<file path="config.mk">
export PLATFORM = sky130hd
export DESIGN_NAME = bit_deser
export DESIGN_NICKNAME = d
export VERILOG_FILES = /design/src/rtl/bit_deser_pkg.sv /design/src/rtl/bit_deser_ctrl.sv /design/src/rtl/bit_deser.sv
export SDC_FILE = /design/constraint.sdc
export NUM_CORES = 1
export LEC_CHECK = 0
export CAP_MARGIN = 5
export CELL_PAD_IN_SITES_DETAIL_PLACEMENT = 0
export CELL_PAD_IN_SITES_GLOBAL_PLACEMENT = 1
export CORE_AREA = 2 2 39 41
export DETAILED_ROUTE_END_ITERATION = 6
export DIE_AREA = 0 0 41 43
export DONT_BUFFER_PORTS = 1
export PLACE_DENSITY_LB_ADDON = 0.1
export SYNTH_ARGS = -nofsm -noshare
export SYNTH_HDL_FRONTEND = slang
export SYNTH_SLANG_ARGS = --single-unit
</file>
<file path="constraint.sdc">
create_clock -name clk -period 1.5 [get_ports clk]
set_input_delay 0.3 -clock clk [delete_from_list [all_inputs] [get_ports clk]]
set_output_delay 0.3 -clock clk [all_outputs]
set_load 0.05 [all_outputs]
</file>
<file path="src/rtl/bit_deser_pkg.sv">
// Shared types and helpers for the serial-to-parallel deserialiser.
// Parity support is compiled in only when BIT_DESER_PARITY_EN is defined.
package bit_deser_pkg;

  typedef enum logic [1:0] {
    StShift = 2'd0,
    StPar   = 2'd1,
    StHold  = 2'd2
  } state_e;

  // Widest word the parity helper can reduce.
  localparam int unsigned MaxWidth = 64;

  // Reduction XOR over a zero-extended word; zero padding leaves the result unchanged.
  function automatic logic parity_of(input logic [MaxWidth-1:0] v);
    return ^v;
  endfunction

endpackage

</file>
<file path="src/rtl/bit_deser_ctrl.sv">
// Handshake FSM and bit counter for bit_deser.
// Adds a parity-bit state when BIT_DESER_PARITY_EN is defined.
module bit_deser_ctrl
  import bit_deser_pkg::*;
#(
  parameter int unsigned WIDTH = 8
) (
  input  logic clk,
  input  logic rst,
  input  logic in_valid,
  input  logic out_ready,
  output logic in_ready,
  output logic out_valid,
`ifdef BIT_DESER_PARITY_EN
  output logic par_en,
`endif
  output logic shift_en
);

  localparam int unsigned CntW = $clog2(WIDTH);
  localparam logic [CntW-1:0] LastCnt = CntW'(WIDTH - 1);

  state_e          state_q, state_d;
  logic [CntW-1:0] cnt_q, cnt_d;

  always_ff @(posedge clk) begin
    if (rst) begin
      state_q <= StShift;
      cnt_q   <= '0;
    end else begin
      state_q <= state_d;
      cnt_q   <= cnt_d;
    end
  end

  always_comb begin
    state_d   = state_q;
    cnt_d     = cnt_q;
    in_ready  = 1'b0;
    out_valid = 1'b0;
    shift_en  = 1'b0;
`ifdef BIT_DESER_PARITY_EN
    par_en    = 1'b0;
`endif
    unique case (state_q)
      StShift: begin
        in_ready = 1'b1;
        if (in_valid) begin
          shift_en = 1'b1;
          if (cnt_q == LastCnt) begin
            cnt_d = '0;
`ifdef BIT_DESER_PARITY_EN
            state_d = StPar;
`else
            state_d = StHold;
`endif
          end else begin
            cnt_d = cnt_q + 1'b1;
          end
        end
      end
`ifdef BIT_DESER_PARITY_EN
      StPar: begin
        in_ready = 1'b1;
        if (in_valid) begin
          par_en  = 1'b1;
          state_d = StHold;
        end
      end
`endif
      StHold: begin
        // No bit is taken in HOLD, even on the transfer cycle.
        out_valid = 1'b1;
        if (out_ready) begin
          state_d = StShift;
        end
      end
      default: begin
        state_d = StShift;
        cnt_d   = '0;
      end
    endcase
  end

endmodule

</file>
<file path="src/rtl/bit_deser.sv">
// Serial-to-parallel deserialiser: WIDTH bits in, one word out with valid/ready.
// Optional even-parity check per word enabled by defining BIT_DESER_PARITY_EN.
module bit_deser
  import bit_deser_pkg::*;
#(
  parameter int unsigned WIDTH     = 8,
  parameter int unsigned MSB_FIRST = 1
) (
  input  logic             clk,
  input  logic             rst,
  input  logic             in_valid,
  input  logic             in_bit,
  output logic             in_ready,
  output logic             out_valid,
  output logic [WIDTH-1:0] out_data,
`ifdef BIT_DESER_PARITY_EN
  output logic             parity_err,
`endif
  input  logic             out_ready
);

  logic             shift_en;
  logic [WIDTH-1:0] sh_q, sh_d;

`ifdef BIT_DESER_PARITY_EN
  logic par_en;
`endif

  bit_deser_ctrl #(
    .WIDTH(WIDTH)
  ) u_ctrl (
    .clk      (clk),
    .rst      (rst),
    .in_valid (in_valid),
    .out_ready(out_ready),
    .in_ready (in_ready),
    .out_valid(out_valid),
`ifdef BIT_DESER_PARITY_EN
    .par_en   (par_en),
`endif
    .shift_en (shift_en)
  );

  always_comb begin
    sh_d = sh_q;
    if (shift_en) begin
      if (MSB_FIRST != 0) begin
        sh_d = {sh_q[WIDTH-2:0], in_bit};
      end else begin
        sh_d = {in_bit, sh_q[WIDTH-1:1]};
      end
    end
  end

  always_ff @(posedge clk) begin
    if (rst) begin
      sh_q <= '0;
    end else begin
      sh_q <= sh_d;
    end
  end

  // The shift register is frozen outside SHIFT, so it doubles as the output word.
  assign out_data = sh_q;

`ifdef BIT_DESER_PARITY_EN
  logic                perr_q, perr_d;
  logic [MaxWidth-1:0] sh_ext;

  always_comb begin
    sh_ext              = '0;
    sh_ext[WIDTH-1:0]   = sh_q;
    perr_d              = perr_q;
    if (par_en) begin
      perr_d = parity_of(sh_ext) ^ in_bit;
    end
  end

  always_ff @(posedge clk) begin
    if (rst) begin
      perr_q <= 1'b0;
    end else begin
      perr_q <= perr_d;
    end
  end

  assign parity_err = perr_q;
`endif

endmodule

</file>
Word level (Yosys, flattened, before mapping)
Cells that the tools add are included.
- add/subtract/negate cells: 1
- eq/ne operators: 5
- multiplexer cells: 11
- bitwise logic cells: 1
- reductions and logical operators: 3
- operators by type and width (kind ; count):
    two-way mux 2 bit ; 3
    two-way mux 3 bit ; 2
    case mux 3 bit (2 select lines) ; 1
    two-way mux 1 bit ; 4
    != test 2 bit, second input constant ; 2
    case mux 2 bit (2 select lines) ; 1
    adder 3 x 1 -> 3 bit, second input constant ; 1
    == test 3 bit, second input constant ; 1
    AND reduction 3 bit ; 1
    == test 2 bit, second input constant ; 1
    logical NOT 2 bit ; 1
    != test 2 x 1 -> 1 bit, second input constant ; 1
    AND reduction 2 bit ; 1
    NOT 1 bit ; 1
- bits in registers: 13
- bits of input ports: 5
- output and inout port bits: 10
- logic and storage cells: 24

Longest topological paths before layout
Gate-level depths: netlist (run 1).
- depth in word-level cells: 4
- gate-level depth with buffers: 5
- depth with buffers taken out: 5

Modules after synthesis
From an unflattened synthesis (run 1), not the netlist that was laid out.
- cells, all modules: 46
- area, all modules: 488.0 µm²
- modules (own cells, without submodules) (module ; times used ; cells each ; area an instance (µm²)):
    bit_deser ; 1 ; 26 ; 285.3
    bit_deser_ctrl ; 1 ; 20 ; 202.7

Worst setup path before layout (run 1)
Ideal clock, no wire load.
- kind: reg-to-reg
- start point: reg u_ctrl.state_q[1]
- end point: reg u_ctrl.state_q[1]
- library setup time: 0.122 ns
- arrival: 1.344 ns
- slack: 0.035 ns
- stages on the path, launching flop included: 4
- period minus slack after synthesis: 1.465 ns
- cells stage by stage: dfxtp_1 -> inv_1 -> a31oi_1 -> nor2_1
- longest elaborated chain between the ends: 3
- elaborated cells on any way between the ends: 7
- ends and longest elaborated chain (element ; RTL line ; source):
    start: declaration ; bit_deser_ctrl.sv:23 ; state_e state_q, state_d;
    start signal: assignment ; bit_deser_ctrl.sv:28 ; state_q <= StShift;
    start signal: assignment ; bit_deser_ctrl.sv:31 ; state_q <= state_d;
    == test 2 bit or logical NOT 2 bit (tied branches) ; bit_deser_ctrl.sv:45 ; unique case (state_q)
    != test 2 bit (no line) or != test 2 x 1 -> 1 bit (tied branches) ; - ;
    AND reduction 3 bit (no line) ; - ;
Several ways; a longest one is shown, not always the timed one.
A chain may end at the register's enable or synchronous reset.

Worst setup path after layout (run 1)
- start point: reg u_ctrl.state_q[1]
- end point: out in_ready
- longest elaborated chain between the ends: 2
- ends and longest elaborated chain (element ; RTL line ; source):
    logical NOT 2 bit ; bit_deser_ctrl.sv:45 ;
    two-way mux 1 bit ; bit_deser_ctrl.sv:45 ;
    end: declaration ; bit_deser.sv:13 ; output logic in_ready,
No other way between the ends.

==> results of run 1 <==
per-layer routing:
metal,track usage,up-vias
li1,-,193
met1,0.142,185
met2,0.219,7
met3,0.0419,0
met4,0.0800,0
met5,0,-
worst max-delay path: cells and delay by family, from the launching register on:
family / cells / cell delay, ns
DFF: 1 / 0.42
buffers and inverters: 2 / 0.27
sequential cells by signal, summed over array words and instances (netlist names):
name / count
out_data: 8
u_ctrl.cnt_q: 3
u_ctrl.state_q: 1
worst max-delay path by stage:
stage / to / start / slack, ns
floorplan: u_ctrl.state_q[1] / u_ctrl.state_q[1] / 0.03
global placement: u_ctrl.cnt_q[1] / u_ctrl.cnt_q[0] / 0.41
detailed placement: u_ctrl.cnt_q[1] / u_ctrl.cnt_q[0] / 0.35
CTS: in_ready / u_ctrl.state_q[1] / 0.21
global route: in_ready / u_ctrl.state_q[1] / 0.18
finish: in_ready / u_ctrl.state_q[1] / 0.24
cell families (layout without fill, tap and decap cells):
| family | count (synthesis) | after routing | share of synthesized area |
|---|---|---|---|
| simple gates | 26 | 26 | 0.236 |
| flops | 12 | 12 | 0.463 |
| fa+ha+maj | 2 | 2 | 0.0482 |
| buf+inv | 4 | 11 | 0.0602 |
| mux | 1 | 1 | 0.0193 |
| compound gates | 11 | 11 | 0.174 |
power by group:
part           switching (µW)  leakage, µW  internal (µW)
clock                     104    0.0000210            147
sequential               10.1    0.0000973            326
combinational            27.0     0.000109           20.5
layout by cell type (no fill, tap or decap), drive strengths merged:
cell type	instances
a21oi	10
a31oi	1
buf	6
clkbuf	4
dfxtp	12
ha	2
inv	1
mux2i	1
nand2	19
nand2b	1
nand3b	1
nor2	3
nor2b	2
metrics by stage:
stage / total power (µW) / setup slack (ns) / instance area (µm²)
after global routing: 664 / 0.177 / 606
after detailed placement: 392 / 0.352 / 569
after global placement: 388 / 0.405 / 569
after floorplan: 386 / 0.0346 / 519
final: 635 / 0.236 / 606
after CTS: 647 / 0.212 / 606
cell type report:
type	instances	area (µm²)	share of cell area
repair buffers	6	57.6	0.0950
multi-input cells	40	248	0.409
well taps	16	20.0	0.0331
flip-flops and latches	12	240	0.397
clock buffers	4	36.3	0.0599
inverters	1	3.75	0.00620
==> qor.csv, run 1 <==
stage,metric,value,unit
timing,post-route-period-util,0.843,
run,drv_cap,0,
setup_path,required,1.20,ns
setup_path,reg2reg_to,u_ctrl.cnt_q[1],
yosys,synth_area,519,µm²
timing,fin_skew,0.00784,ns
finish,finalNetCount,71,
yosys,yosys_warnings,0,
power,max-vdd-ir-drop,487,µV
die,fp.dieH,43,µm
grt,antenna_found_initial,0,
drt,ant_nets,0,
timing,rsz0062_at_grt,no,
clocking,cts_tree,done,
power,power_leakage,0.000228,µW
finish,final-instance-count-excl-fill,79,
yosys,synth-async-reset-ratio,0,
setup_path,max_stage_delay,0.42,ns
min_path,worstHoldStart,rst,
grt,overflow,0,
yosys,synth_seq_cells,12,
drt,highest_layer,met3,
finish,area_growth,16.6,%
grt,grt_pass1_vias,367,
timing,fmaxAchievable,791,MHz
yosys,netlist_top_cells_count,"nand2_1, dfxtp_1, a21oi_2",
drt,via_count,385,
timing,setup_viol_count_final,0,
yosys,synth_most_common_cell,nand2_1,
power,powerDensity,1050,mW/mm²
clocking,clock-root-buffer,clkbuf_4,
grt,grt_pass1_wl,1550,µm
die,core,0.00138,mm²
yosys,yosysTopAreaCellShare,0.463,
setup_path,path_max_fanout,5,
place,place_inst,75,
timing,period_minus_slack,1.26,ns
timing,slew_violations,0,
outcome,outcome,"complete, no violations",
yosys,synth_enable_flop_cells,0,
drt,wl_met3,34,µm
drt,wl_met2,563,µm
die,floorplan.initialDensity,0.375,
setup_path,startpoint_type,flop,
setup_path,end_kind,primary output,
timing,hold_viol_final,0,
yosys,syn_inst,56,
setup_path,crit_chain,"inv_1, buf_4",
drt,drt_first_pass_iters,4,
grt,grtUsageTotal,0.135,
clocking,post_cts_buffers,0,
setup_path,crit_type,reg2out,
setup_path,r2r_slack,0.36,ns
clocking,clk_latency,0.27,ns
drt,wl_per_cell,12.7,µm
drt,wirelength,1010,µm
drt,drt_iter0_drc,7,
clocking,cts_made_buffers,3,
grt,grt_max_degree,13,
place,portBuffers,0,
timing,whs,0.0787,ns
clocking,clk_pin_slew,0.08,ns
timing,tns,0,ns
finish,drive_gt1_frac,0.349,
drt,drc_errors,0,
die,die_w,41,µm
yosys,yosysSeqAreaShare,0.463,
place,gp_congestion,0.661,
finish,antennaDiodeCount,0,
setup_path,r2r_start,u_ctrl.cnt_q[0],
yosys,synth.area.top_cells,"dfxtp_1, a21oi_2, nand2_1",
clocking,ctsHoldBuffers,0,
min_path,hold-path-endpoint,out_data[0],
setup_path,cpMaxStageDelayCell,dfxtp_1,
clocking,cts.htree.levels,1,
setup_path,crit_arrival,0.96,ns
yosys,yosysTopAreaCell,dfxtp_1,
drt,wl_met1,408,µm
min_path,hold_class,in2reg,
clocking,clockBufferDepth,2,
min_path,hold_depth,1,
setup_path,r2r_cells,4,
yosys,ys.flop_type,dfxtp_1,
drt,via_per_inst,4.87,
clocking,clock_sinks,12,
timing,max-slew-margin-rel,0.631,
finish,finalCoreUtilization,0.438,
clocking,cts.repair.resized,0,
die,die_area,0.00176,mm²
place,dpl.hpwl,758,µm
yosys,synth_cell_types,16,
finish,n_fill_cell,144,
yosys,avgSynthCellArea,9.27,µm²
timing,worst_pin_slew,0.553,ns
die,row_count,14,
die,ios,15,
yosys,syn-num-nets,63,
Power figures use the tool's default switching activity.
==> inputs of run 2 (changes only) <==
CORE_AREA = not set   (was 2 2 39 41)
CORE_MARGIN = 1.5   (was not set)
CORE_UTILIZATION = 37   (was not set)
DIE_AREA = not set   (was 0 0 41 43)
clock period = 1.02 ns   (was 1.5 ns; I/O delays follow)
==> run 2 against run 1 <==
Against the previous run:
- the run now ends with negative hold slack, negative setup slack left
- critical endpoint unchanged
- first-iteration DRC count fell by 100%
- cell count grew 10%
- largest cell class unchanged
- sequential power is 43% higher
- final area up 31%
- clock skew shrank 0.0015 ns
- count of clock-buffer cells in the layout did not move
- largest power group unchanged
- via count increased by 10%
==> qor.csv, run 2 (synthesized netlist as in run 1, its figures left out) <==
stage,metric,value,unit,change
outcome,outcome,"finished, violations left",,
outcome,failed_checks,"negative hold slack, negative setup slack",,
place,dpl.hpwl,750,µm,-1.1%
grt,grt_max_degree,13,,unchanged
power,max-vdd-ir-drop,887,µV,+82%
finish,mostFrequentLayoutCells,"nand2_1, a21oi_2, buf_6",,
die,die_w,40.5,µm,-1.3%
timing,fmaxAchievable,911,MHz,
drt,wirelength,1050,µm,+4.0%
grt,grt_pass1_vias,416,,+13%
setup_path,required,0.82,ns,-0.38 ns
die,die_area,0.00164,mm²,-7.1%
place,place_area,649,µm²,+14%
grt,grt_pass1_wl,1610,µm,+4.0%
run,drv_cap,0,,unchanged
clocking,clockBufferDepth,2,,unchanged
timing,max-slew-margin-rel,0.909,,+0.278
drt,wl_per_cell,12.0,µm,-5.6%
min_path,worstHoldStart,rst,,
die,fp.dieH,40.5,µm,-5.9%
timing,slew_violations,0,,unchanged
place,portBuffers,0,,unchanged
timing,whs,-0.0187,ns,-0.0974 ns
timing,post-route-period-util,1.08,,
die,row_count,13,,-1
place,place_inst,82,,+9.3%
clocking,clock_sinks,12,,unchanged
finish,final_common_cell,nand2_1,,
grt,overflow,0,,unchanged
setup_path,path_max_fanout,5,,unchanged
finish,drive_gt1_frac,0.708,,+0.359
drt,via_per_inst,4.89,,+0.24%
timing,period_minus_slack,1.10,ns,
timing,tns,-0.391,ns,-0.391 ns
drt,drt_iter0_drc,0,,-7
finish,area_growth,52.5,%,
clocking,clk_pin_slew,0.08,ns,about the same
timing,fin_skew,0.00629,ns,-0.00155 ns
grt,grtUsageTotal,0.149,,+0.0146
timing,setup_viol_count_final,12,,+12
timing,rsz0062_at_grt,yes,,
die,core,0.00130,mm²,-6.0%
setup_path,startpoint,u_ctrl.state_q[1],,
timing,hold_viol_final,12,,+12
clocking,clock-root-buffer,clkbuf_4,,
drt,via_count,425,,+10%
timing,worst_pin_slew,0.133,ns,-0.421 ns
die,floorplan.initialDensity,0.399,,+0.0238
finish,largest_register_ffs,8,,unchanged
drt,ant_nets,0,,unchanged
setup_path,startpoint_type,flop,,
clocking,clk_latency,0.27,ns,about the same
drt,drc_errors,0,,unchanged
finish,finalNetCount,80,,+13%
power,powerDensity,1210,mW/mm²,+16%
clocking,cts.htree.levels,1,,unchanged
die,ios,15,,unchanged
place,gp_congestion,0.657,,-0.65%
min_path,hold_class,in2reg,,
finish,final-instance-count-excl-fill,87,,+10%
clocking,cts_made_buffers,3,,unchanged
setup_path,crit_arrival,0.89,ns,-0.07 ns
setup_path,r2r_start,u_ctrl.state_q[1],,
drt,drt_first_pass_iters,1,,-3
finish,fin_area,792,µm²,+31%
finish,n_fill_cell,110,,-24%
setup_path,end_kind,primary output,,
timing,setup_ws,-0.0781,ns,-0.314 ns
setup_path,crit_type,reg2out,,
power,power_leakage,0.000306,µW,+34%
clocking,cts_tree,done,,
finish,antennaDiodeCount,0,,unchanged
grt,antenna_found_initial,0,,unchanged
power,p_total,961,µW,+52%
==> run 2: changes by cell type in the layout (fill, tap and decap cells not counted), moves of 3 or more <==
cell / previous run / this run
dfxtp_2: 0 / 7
dfxtp_4: 0 / 4
buf_6: 0 / 8
buf_8: 0 / 3
nand2_1: 18 / 13
nand2_2: 1 / 6
dfxtp_1: 12 / 1
==> run 2: final cells by class <==
cell class	instances	area, µm²	area share
Timing Repair Buffer	15	178	0.224
Multi-Input combinational cell	40	288	0.363
Sequential cell	12	264	0.333
Clock buffer	4	36.3	0.0458
Tap cell	15	18.8	0.0237
Inverter	1	7.51	0.00948
==> run 2: metal layers <==
layer  wire, µm  track usage  vias to the layer above
met4          8       0.0750                        0
met2        511        0.262                        7
met3         37       0.0333                        2
li1           -            -                      213
met1        488        0.166                      203
met5          0            0                        -
==> run 2: worst paths after layout <==
| check | endpoint | cells after the start | slack, ns |
|---|---|---|---|
| hold reg to reg | out_data[2] | 2 | 0.47 |
| setup / recovery | in_ready | 2 | -0.08 |
| setup reg to reg | out_data[1] | 5 | -0.05 |
| hold / removal | out_data[7] | 1 | -0.02 |
==> run 2: power by group <==
group | internal (µW) | total (µW) | switching [µW]
clock network | 216 | 373 | 156
logic | 53.4 | 109 | 55.6
registers | 471 | 480 | 8.47
total | 741 | 961 | 220
==> run 2: timing repair <==
item	4_1_cts	5_1_grt
gates resized for setup	13	21
gates cloned	0	0
endpoints found under the hold margin	12	12
buffers inserted	1	0
pin swaps	1	3
setup endpoints to repair	12	22
==> run 2: per-stage QoR <==
stage / setup WS [ns] / util / hold WS (ns)
after global placement: 0.0400 / 0.499 / 0.269
after CTS: -0.0727 / 0.571 / -0.0151
after floorplan: -0.0952 / - / 0.266
after global routing: -0.122 / 0.609 / -0.0414
after detailed placement: -0.0199 / 0.499 / 0.269
final: -0.0781 / 0.609 / -0.0187
==> run 2: worst max-delay path: stages (launching register included) <==
cell and delay, ns:
dfxtp_4 0.38, clkinvlp_4 0.09, buf_6 0.15
